### config.mk
export PLATFORM = sky130hd
export DESIGN_NAME = wb_arbiter_flat
export DESIGN_NICKNAME = d
export VERILOG_FILES = /design/src/rtl/wb_arbiter_pkg.sv /design/src/rtl/wb_arbiter_if.sv /design/src/rtl/wb_arbiter_scoreboard.sv /design/src/rtl/wb_arbiter.sv /design/src/flat_wrapper.sv
export SDC_FILE = /design/constraint.sdc
export NUM_CORES = 1
export LEC_CHECK = 0
export ABC_AREA = 1
export CORE_UTILIZATION = 50
export CTS_CLUSTER_DIAMETER = 50
export DETAILED_ROUTE_END_ITERATION = 10
export DONT_BUFFER_PORTS = 1
export PLACE_DENSITY = 0.73
export SYNTH_ARGS = -nofsm -noshare
export SYNTH_HDL_FRONTEND = slang
export SYNTH_HIERARCHICAL = 1
export SYNTH_SLANG_ARGS = --single-unit
### constraint.sdc
create_clock -name clk -period 6.7 [get_ports clk]
set_input_delay 1.34 -clock clk [delete_from_list [all_inputs] [get_ports clk]]
set_output_delay 1.34 -clock clk [all_outputs]
set_load 0.02 [all_outputs]
### src/rtl/wb_arbiter_pkg.sv
// rtl/wb_arbiter_pkg.sv - shared widths and writeback source enum
package npc_pkg;
    localparam int REG_ADDR_W = 5;
    localparam int REG_DATA_W = 64;

    typedef enum logic [1:0] {
        WB_NONE,
        WB_ALU,
        WB_LSU
    } wb_src_e;
endpackage

### src/rtl/wb_arbiter_if.sv
// rtl/wb_arbiter_if.sv - issue, result and register-file write port bundle
interface wb_arbiter_if
    import npc_pkg::*;
#(
    parameter int ADDR_WIDTH = REG_ADDR_W,
    parameter int DATA_WIDTH = REG_DATA_W
) ();
    logic                  iss_valid;
    logic                  iss_wen;
    logic [ADDR_WIDTH-1:0] iss_rd;
    logic                  iss_ready;
    logic [ADDR_WIDTH-1:0] rs1;
    logic [ADDR_WIDTH-1:0] rs2;
    logic                  rs1_busy;
    logic                  rs2_busy;
    logic                  alu_valid;
    logic                  alu_ready;
    logic [ADDR_WIDTH-1:0] alu_rd;
    logic [DATA_WIDTH-1:0] alu_data;
    logic                  lsu_valid;
    logic                  lsu_ready;
    logic [ADDR_WIDTH-1:0] lsu_rd;
    logic [DATA_WIDTH-1:0] lsu_data;
    logic                  rf_wen;
    logic [ADDR_WIDTH-1:0] rf_waddr;
    logic [DATA_WIDTH-1:0] rf_wdata;
    logic [63:0]           wb_count;

    modport master (
        output iss_valid, iss_wen, iss_rd, rs1, rs2,
        output alu_valid, alu_rd, alu_data, lsu_valid, lsu_rd, lsu_data,
        input  iss_ready, rs1_busy, rs2_busy, alu_ready, lsu_ready,
        input  rf_wen, rf_waddr, rf_wdata, wb_count
    );

    modport slave (
        input  iss_valid, iss_wen, iss_rd, rs1, rs2,
        input  alu_valid, alu_rd, alu_data, lsu_valid, lsu_rd, lsu_data,
        output iss_ready, rs1_busy, rs2_busy, alu_ready, lsu_ready,
        output rf_wen, rf_waddr, rf_wdata, wb_count
    );
endinterface

### src/rtl/wb_arbiter_scoreboard.sv
// rtl/wb_arbiter_scoreboard.sv - in-flight destination register tracking
module wb_scoreboard
    import npc_pkg::*;
#(
    parameter int ADDR_WIDTH = REG_ADDR_W
) (
    input  logic                  clk,
    input  logic                  rst,
    input  logic                  set_en,
    input  logic                  clr_en,
    input  logic [ADDR_WIDTH-1:0] clr_idx,
    input  logic                  iss_wen,
    input  logic [ADDR_WIDTH-1:0] iss_rd,
    input  logic [ADDR_WIDTH-1:0] rs1,
    input  logic [ADDR_WIDTH-1:0] rs2,
    output logic                  iss_ready,
    output logic                  rs1_busy,
    output logic                  rs2_busy
);
    localparam int NREG = 1 << ADDR_WIDTH;

    logic [NREG-1:0] busy;
    logic [NREG-1:0] busy_nxt;

    // Clear applied before set so a same-cycle reissue keeps the bit.
    always_comb begin
        busy_nxt = busy;
        if (clr_en)
            busy_nxt[clr_idx] = 1'b0;
        if (set_en)
            busy_nxt[iss_rd] = 1'b1;
        busy_nxt[0] = 1'b0;
    end

    always_ff @(posedge clk) begin
        if (rst)
            busy <= '0;
        else
            busy <= busy_nxt;
    end

    assign iss_ready = (iss_rd == '0) | !iss_wen | !busy[iss_rd];
    assign rs1_busy  = busy[rs1];
    assign rs2_busy  = busy[rs2];
endmodule

### src/rtl/wb_arbiter.sv
// rtl/wb_arbiter.sv - LSU-first writeback arbiter with ALU anti-starvation
module wb_arbiter
    import npc_pkg::*;
#(
    parameter int ADDR_WIDTH   = REG_ADDR_W,
    parameter int DATA_WIDTH   = REG_DATA_W,
    parameter int STARVE_LIMIT = 4
) (
    input logic         clk,
    input logic         rst,
    wb_arbiter_if.slave bus
);
    localparam int                CNT_W = $clog2(STARVE_LIMIT + 1);
    localparam logic [CNT_W-1:0] LIMIT = CNT_W'(STARVE_LIMIT);

    wb_src_e               grant;
    logic [CNT_W-1:0]      starve_cnt;
    logic [ADDR_WIDTH-1:0] sel_rd;
    logic [DATA_WIDTH-1:0] sel_data;
    logic                  wr_fire;
    logic                  iss_set;

    logic                  rf_wen_q;
    logic [ADDR_WIDTH-1:0] rf_waddr_q;
    logic [DATA_WIDTH-1:0] rf_wdata_q;
    logic [63:0]           wb_count_q;

    always_comb begin
        grant    = WB_NONE;
        sel_rd   = '0;
        sel_data = '0;
        if (rst)
            grant = WB_NONE;
        else if (bus.alu_valid && starve_cnt >= LIMIT)
            grant = WB_ALU;
        else if (bus.lsu_valid)
            grant = WB_LSU;
        else if (bus.alu_valid)
            grant = WB_ALU;
        case (grant)
            WB_ALU: begin
                sel_rd   = bus.alu_rd;
                sel_data = bus.alu_data;
            end
            WB_LSU: begin
                sel_rd   = bus.lsu_rd;
                sel_data = bus.lsu_data;
            end
            default: ;
        endcase
    end

    assign bus.alu_ready = (grant == WB_ALU);
    assign bus.lsu_ready = (grant == WB_LSU);
    assign wr_fire       = (grant != WB_NONE) && (sel_rd != '0);

    always_ff @(posedge clk) begin
        if (rst || !bus.alu_valid || bus.alu_ready)
            starve_cnt <= '0;
        else if (starve_cnt < LIMIT)
            starve_cnt <= starve_cnt + CNT_W'(1);
    end

    // x0 results complete the handshake but leave the write port idle and unchanged.
    always_ff @(posedge clk) begin
        if (rst) begin
            rf_wen_q   <= 1'b0;
            rf_waddr_q <= '0;
            rf_wdata_q <= '0;
            wb_count_q <= '0;
        end else begin
            rf_wen_q <= wr_fire;
            if (wr_fire) begin
                rf_waddr_q <= sel_rd;
                rf_wdata_q <= sel_data;
                wb_count_q <= wb_count_q + 64'd1;
            end
        end
    end

    assign bus.rf_wen   = rf_wen_q;
    assign bus.rf_waddr = rf_waddr_q;
    assign bus.rf_wdata = rf_wdata_q;
    assign bus.wb_count = wb_count_q;

    assign iss_set = bus.iss_valid && bus.iss_ready && bus.iss_wen && (bus.iss_rd != '0);

    wb_scoreboard #(.ADDR_WIDTH(ADDR_WIDTH)) u_scoreboard (
        .clk       (clk),
        .rst       (rst),
        .set_en    (iss_set),
        .clr_en    (rf_wen_q),
        .clr_idx   (rf_waddr_q),
        .iss_wen   (bus.iss_wen),
        .iss_rd    (bus.iss_rd),
        .rs1       (bus.rs1),
        .rs2       (bus.rs2),
        .iss_ready (bus.iss_ready),
        .rs1_busy  (bus.rs1_busy),
        .rs2_busy  (bus.rs2_busy)
    );
endmodule
### src/flat_wrapper.sv
// flat-port wrapper written by rule: the top's interface ports become plain ports
module wb_arbiter_flat import npc_pkg::*;
#(
    parameter int ADDR_WIDTH   = REG_ADDR_W,
    parameter int DATA_WIDTH   = REG_DATA_W,
    parameter int STARVE_LIMIT = 4
)
  (clk, rst, bus_iss_valid, bus_iss_wen, bus_iss_rd, bus_rs1, bus_rs2, bus_alu_valid, bus_alu_rd, bus_alu_data, bus_lsu_valid, bus_lsu_rd, bus_lsu_data, bus_iss_ready, bus_rs1_busy, bus_rs2_busy, bus_alu_ready, bus_lsu_ready, bus_rf_wen, bus_rf_waddr, bus_rf_wdata, bus_wb_count);
  wb_arbiter_if #(.ADDR_WIDTH(ADDR_WIDTH), .DATA_WIDTH(DATA_WIDTH)) bus_i ();
  input logic clk;
  input logic rst;
  input wire logic [$bits(bus_i.iss_valid)-1:0] bus_iss_valid;
  input wire logic [$bits(bus_i.iss_wen)-1:0] bus_iss_wen;
  input wire logic [$bits(bus_i.iss_rd)-1:0] bus_iss_rd;
  input wire logic [$bits(bus_i.rs1)-1:0] bus_rs1;
  input wire logic [$bits(bus_i.rs2)-1:0] bus_rs2;
  input wire logic [$bits(bus_i.alu_valid)-1:0] bus_alu_valid;
  input wire logic [$bits(bus_i.alu_rd)-1:0] bus_alu_rd;
  input wire logic [$bits(bus_i.alu_data)-1:0] bus_alu_data;
  input wire logic [$bits(bus_i.lsu_valid)-1:0] bus_lsu_valid;
  input wire logic [$bits(bus_i.lsu_rd)-1:0] bus_lsu_rd;
  input wire logic [$bits(bus_i.lsu_data)-1:0] bus_lsu_data;
  output wire logic [$bits(bus_i.iss_ready)-1:0] bus_iss_ready;
  output wire logic [$bits(bus_i.rs1_busy)-1:0] bus_rs1_busy;
  output wire logic [$bits(bus_i.rs2_busy)-1:0] bus_rs2_busy;
  output wire logic [$bits(bus_i.alu_ready)-1:0] bus_alu_ready;
  output wire logic [$bits(bus_i.lsu_ready)-1:0] bus_lsu_ready;
  output wire logic [$bits(bus_i.rf_wen)-1:0] bus_rf_wen;
  output wire logic [$bits(bus_i.rf_waddr)-1:0] bus_rf_waddr;
  output wire logic [$bits(bus_i.rf_wdata)-1:0] bus_rf_wdata;
  output wire logic [$bits(bus_i.wb_count)-1:0] bus_wb_count;
  assign bus_i.iss_valid = bus_iss_valid;
  assign bus_i.iss_wen = bus_iss_wen;
  assign bus_i.iss_rd = bus_iss_rd;
  assign bus_i.rs1 = bus_rs1;
  assign bus_i.rs2 = bus_rs2;
  assign bus_i.alu_valid = bus_alu_valid;
  assign bus_i.alu_rd = bus_alu_rd;
  assign bus_i.alu_data = bus_alu_data;
  assign bus_i.lsu_valid = bus_lsu_valid;
  assign bus_i.lsu_rd = bus_lsu_rd;
  assign bus_i.lsu_data = bus_lsu_data;
  assign bus_iss_ready = bus_i.iss_ready;
  assign bus_rs1_busy = bus_i.rs1_busy;
  assign bus_rs2_busy = bus_i.rs2_busy;
  assign bus_alu_ready = bus_i.alu_ready;
  assign bus_lsu_ready = bus_i.lsu_ready;
  assign bus_rf_wen = bus_i.rf_wen;
  assign bus_rf_waddr = bus_i.rf_waddr;
  assign bus_rf_wdata = bus_i.rf_wdata;
  assign bus_wb_count = bus_i.wb_count;
  wb_arbiter #(.ADDR_WIDTH(ADDR_WIDTH), .DATA_WIDTH(DATA_WIDTH), .STARVE_LIMIT(STARVE_LIMIT)) u_core (.clk(clk), .rst(rst), .bus(bus_i));
endmodule
==> flow_summary.ini <==
[run_status]
run_status = completed

[cells_and_area]
most-common-layout-cells = sky130_fd_sc_hd__nand2_1, sky130_fd_sc_hd__nand3_1, sky130_fd_sc_hd__nor2_1, sky130_fd_sc_hd__dfxtp_1, sky130_fd_sc_hd__a21oi_1
fillCellCount = 1897
final_nets = 1620
drive_gt1_share_pct = 5.18
layout_commonest_cell = sky130_fd_sc_hd__nand2_1
area_growth_pct = 5.27

[cts]
post_cts_resize_count = 0
worst_skew_pair.late_latency_ns = 0.44
h_tree_depth = 4
tritoncts.num_buffers = 17
tritoncts = done
cts.hold.buffers_added = 0
post_cts.repair.setup_buffers = 0
path_clk_slew_ns = 0.07
cts_root_buffer_type = sky130_fd_sc_hd__clkbuf_16
cts_num_sinks = 168
cts_max_path_buffers = 2

[synthesis]
net_count_after_synthesis = 1673
yosys_warnings = 6
synthTopCellsByArea = sky130_fd_sc_hd__dfxtp_1, sky130_fd_sc_hd__nand2_1, sky130_fd_sc_hd__nand3_1, sky130_fd_sc_hd__nor2_1, sky130_fd_sc_hd__a22o_1
yosys.cell_types.count = 32
synth.cell_area_um2 = 9630
synth_top_area_cell = sky130_fd_sc_hd__dfxtp_1
sequential_to_total_area_share_from_yosys_stat_pct = 34.9
netlist_instances = 1509
postSynthRegisterBits = 168
yosysTopAreaCellShare_pct = 34.9
synth.avg_cell_area_um2 = 6.38

[drt]
drt-pass1-iter-count = 5
drt_iter0_markers = 815
vias_post_dr = 9830
drtAntennaViolNets = 0
wirelength_mm = 29.7
drcViolationCount = 0
detailed_route_wire_length_per_cell_um = 17.5
route.detailed.vias_per_inst = 5.77

[grt]
grt_first_pass_wirelength_mm = 45.8
antenna_found_initial = 1
grt_overflow = 0
pin_count_of_the_biggest_net_entering_global_routing = 90
grt_total_usage_pct = 29.5
first_global_vias = 8557

[sta]
timing_max_transition_violations_final = 0
setup_slack_ns = 2.38
timing.final.crit_period_ns = 4.32
hold_viol = 0
final_cycle_share_pct = 64.4
tightestPinTransition_ns = 0.957
grt_setup_unrepaired = no
finalHoldWorstSlack_ns = 0.472
finalSetupTns_ns = 0
slew_headroom_pct = 36.2
worst_clock_skew_ns = 0.0124
max_freq_mhz = 232
setup_viol = 0

[setup_path]
worst_ep_arrival_time_ns = 4.68
worstRegToRegCells = 15
crit_path_start_kind = input pin
critPathKind = in -> reg
reg2reg_slack_ns = 3.16
worst_ep_required_time_ns = 7.07
cp-end-kind = flip-flop
crit-reg2reg-launch = u_core/starve_cnt[2]
critical_path.max_fanout = 75
critical_path.reg2reg.endpoint = u_core/bus.wb_count[18]

[floorplanning]
rows = 50
io-pin-count = 298
die_y_um = 141
start_util_pct = 51.3
core-area_um2 = 18800
die_outline_area_um2 = 19800
die-width_um = 141

[worst_hold_path]
worst_hold_path.num_cells = 2
min_to = u_core/starve_cnt[1]
holdCritStartpoint = u_core/starve_cnt[1]
timing.hold.worst.class = reg -> reg

[power]
clock_power_share_pct = 44.6
leakage_nw = 3.63
share_seq_of_total_power_pct = 47.7
irDropWorstVdd_mv = 0.181
power_density_nw_per_um2 = 211
switching_power_w = 0.000593
power.share.switching_pct = 27.7
combinational_share_of_power_pct = 7.7
p_int_w = 0.00155

[placed_design]
placement.setup.worst_slack_ns = 1.97
dp_hpwl_mm = 21.5
gpl.final_weighted_congestion = 0.945
port_buffers = 0

[run]
max_cap_viol_count = 0
-- power by group through the flow --
stage	logic, W	registers [W]	clock network (W)
4_1_cts	0.000165	0.00102	0.000973
6_report	0.000165	0.00102	0.000954
3_5_place_dp	0.000164	0.00104	0
2_1_floorplan	0.000153	0.00104	0
5_1_grt	0.000184	0.00102	0.00102
3_3_place_gp	0.000162	0.00104	0
-- state kept, by name, summed over array words and instances, names as in the netlist --
name,count
u_core/bus.rf_wdata,64
u_core/bus.wb_count,64
u_core/u_scoreboard/busy,31
u_core/bus.rf_waddr,5
u_core/starve_cnt,3
u_core/bus.rf_wen,1
-- how the worst max path moves through the flow --
stage | from | end | slack (ns) | cells past startpoint
finish | rst | u_core/bus.wb_count[18] | 2.38 | 16
global route | rst | u_core/bus.wb_count[35] | 2.01 | 15
CTS | rst | u_core/bus.wb_count[15] | 2.42 | 15
detailed placement | rst | u_core/bus.wb_count[17] | 1.97 | 15
global placement | rst | u_core/bus.wb_count[17] | 2.10 | 15
floorplan | rst | bus_lsu_ready | 3.10 | 5
-- stage by stage --
| step | std cells | power, W | utilization (%) | area, um2 |
|---|---|---|---|---|
| global placement | 1671 | 0.00121 | 51.1 | 9580 |
| global route | 1703 | 0.00223 | 54.0 | 10100 |
| CTS | 1702 | 0.00216 | 54.0 | 10100 |
| floorplan | 1509 | 0.00119 | - | 9630 |
| finish | 1703 | 0.00214 | 54.0 | 10100 |
| detailed placement | 1671 | 0.00121 | 51.1 | 9580 |
-- logic make-up after synthesis --
group / share of synthesized area, %
AO/OA/AOI/OAI: 16.3
XOR/XNOR: 0.364
AND/OR/NAND/NOR: 40.1
buffers and inverters: 7.69
adder cells (fa/ha/maj): 0.649
flip-flops: 34.9
-- synth_stat cells (all sizes together) --
library cell / n
o211ai: 1
ha: 5
a21oi: 89
a22o: 64
clkbuf: 34
nand4: 13
o21ai: 105
xnor2: 3
xor2: 1
dfxtp: 168
inv: 84
nand3: 198
nand2: 495
buf: 46
nor3: 16
nor2: 176
nand3b: 7
o21bai: 4
-- critical path: stages --
cell	delay, ns
sky130_fd_sc_hd__inv_4	0.25
sky130_fd_sc_hd__o211ai_1	0.23
sky130_fd_sc_hd__inv_1	0.11
sky130_fd_sc_hd__ha_2	0.19
sky130_fd_sc_hd__buf_4	0.54
sky130_fd_sc_hd__nand2_1	0.12
sky130_fd_sc_hd__nand2_1	0.10
sky130_fd_sc_hd__nand2_1	0.07
sky130_fd_sc_hd__nand3_2	0.13
sky130_fd_sc_hd__nor2_4	0.06
sky130_fd_sc_hd__nor2_8	0.65
sky130_fd_sc_hd__buf_4	0.51
sky130_fd_sc_hd__nand2_1	0.10
sky130_fd_sc_hd__nand2_1	0.08
sky130_fd_sc_hd__nand2_1	0.05
sky130_fd_sc_hd__nor2_1	0.07
-- area by class of cell --
class	count	area, um2	share of cell area [%]
flip-flops and latches	168	3360	33.2
repair buffers	8	60.1	0.592
inverters	84	320	3.16
clock inverters	14	130	1.28
clock buffers	17	425	4.19
well taps	234	293	2.89
diodes	1	2.50	0.0247
multi-input cells	1177	5550	54.7
-- per-layer routing --
layer	vias to the layer above	share of wire (%)	global-route usage, %
met3	65	8.3	7.20
met2	448	48	48.8
met4	0	3.6	12.9
met5	-	0	0
met1	4413	40	36.4
li1	4904	-	-
Note: power is estimated with default switching activity, not from simulation.
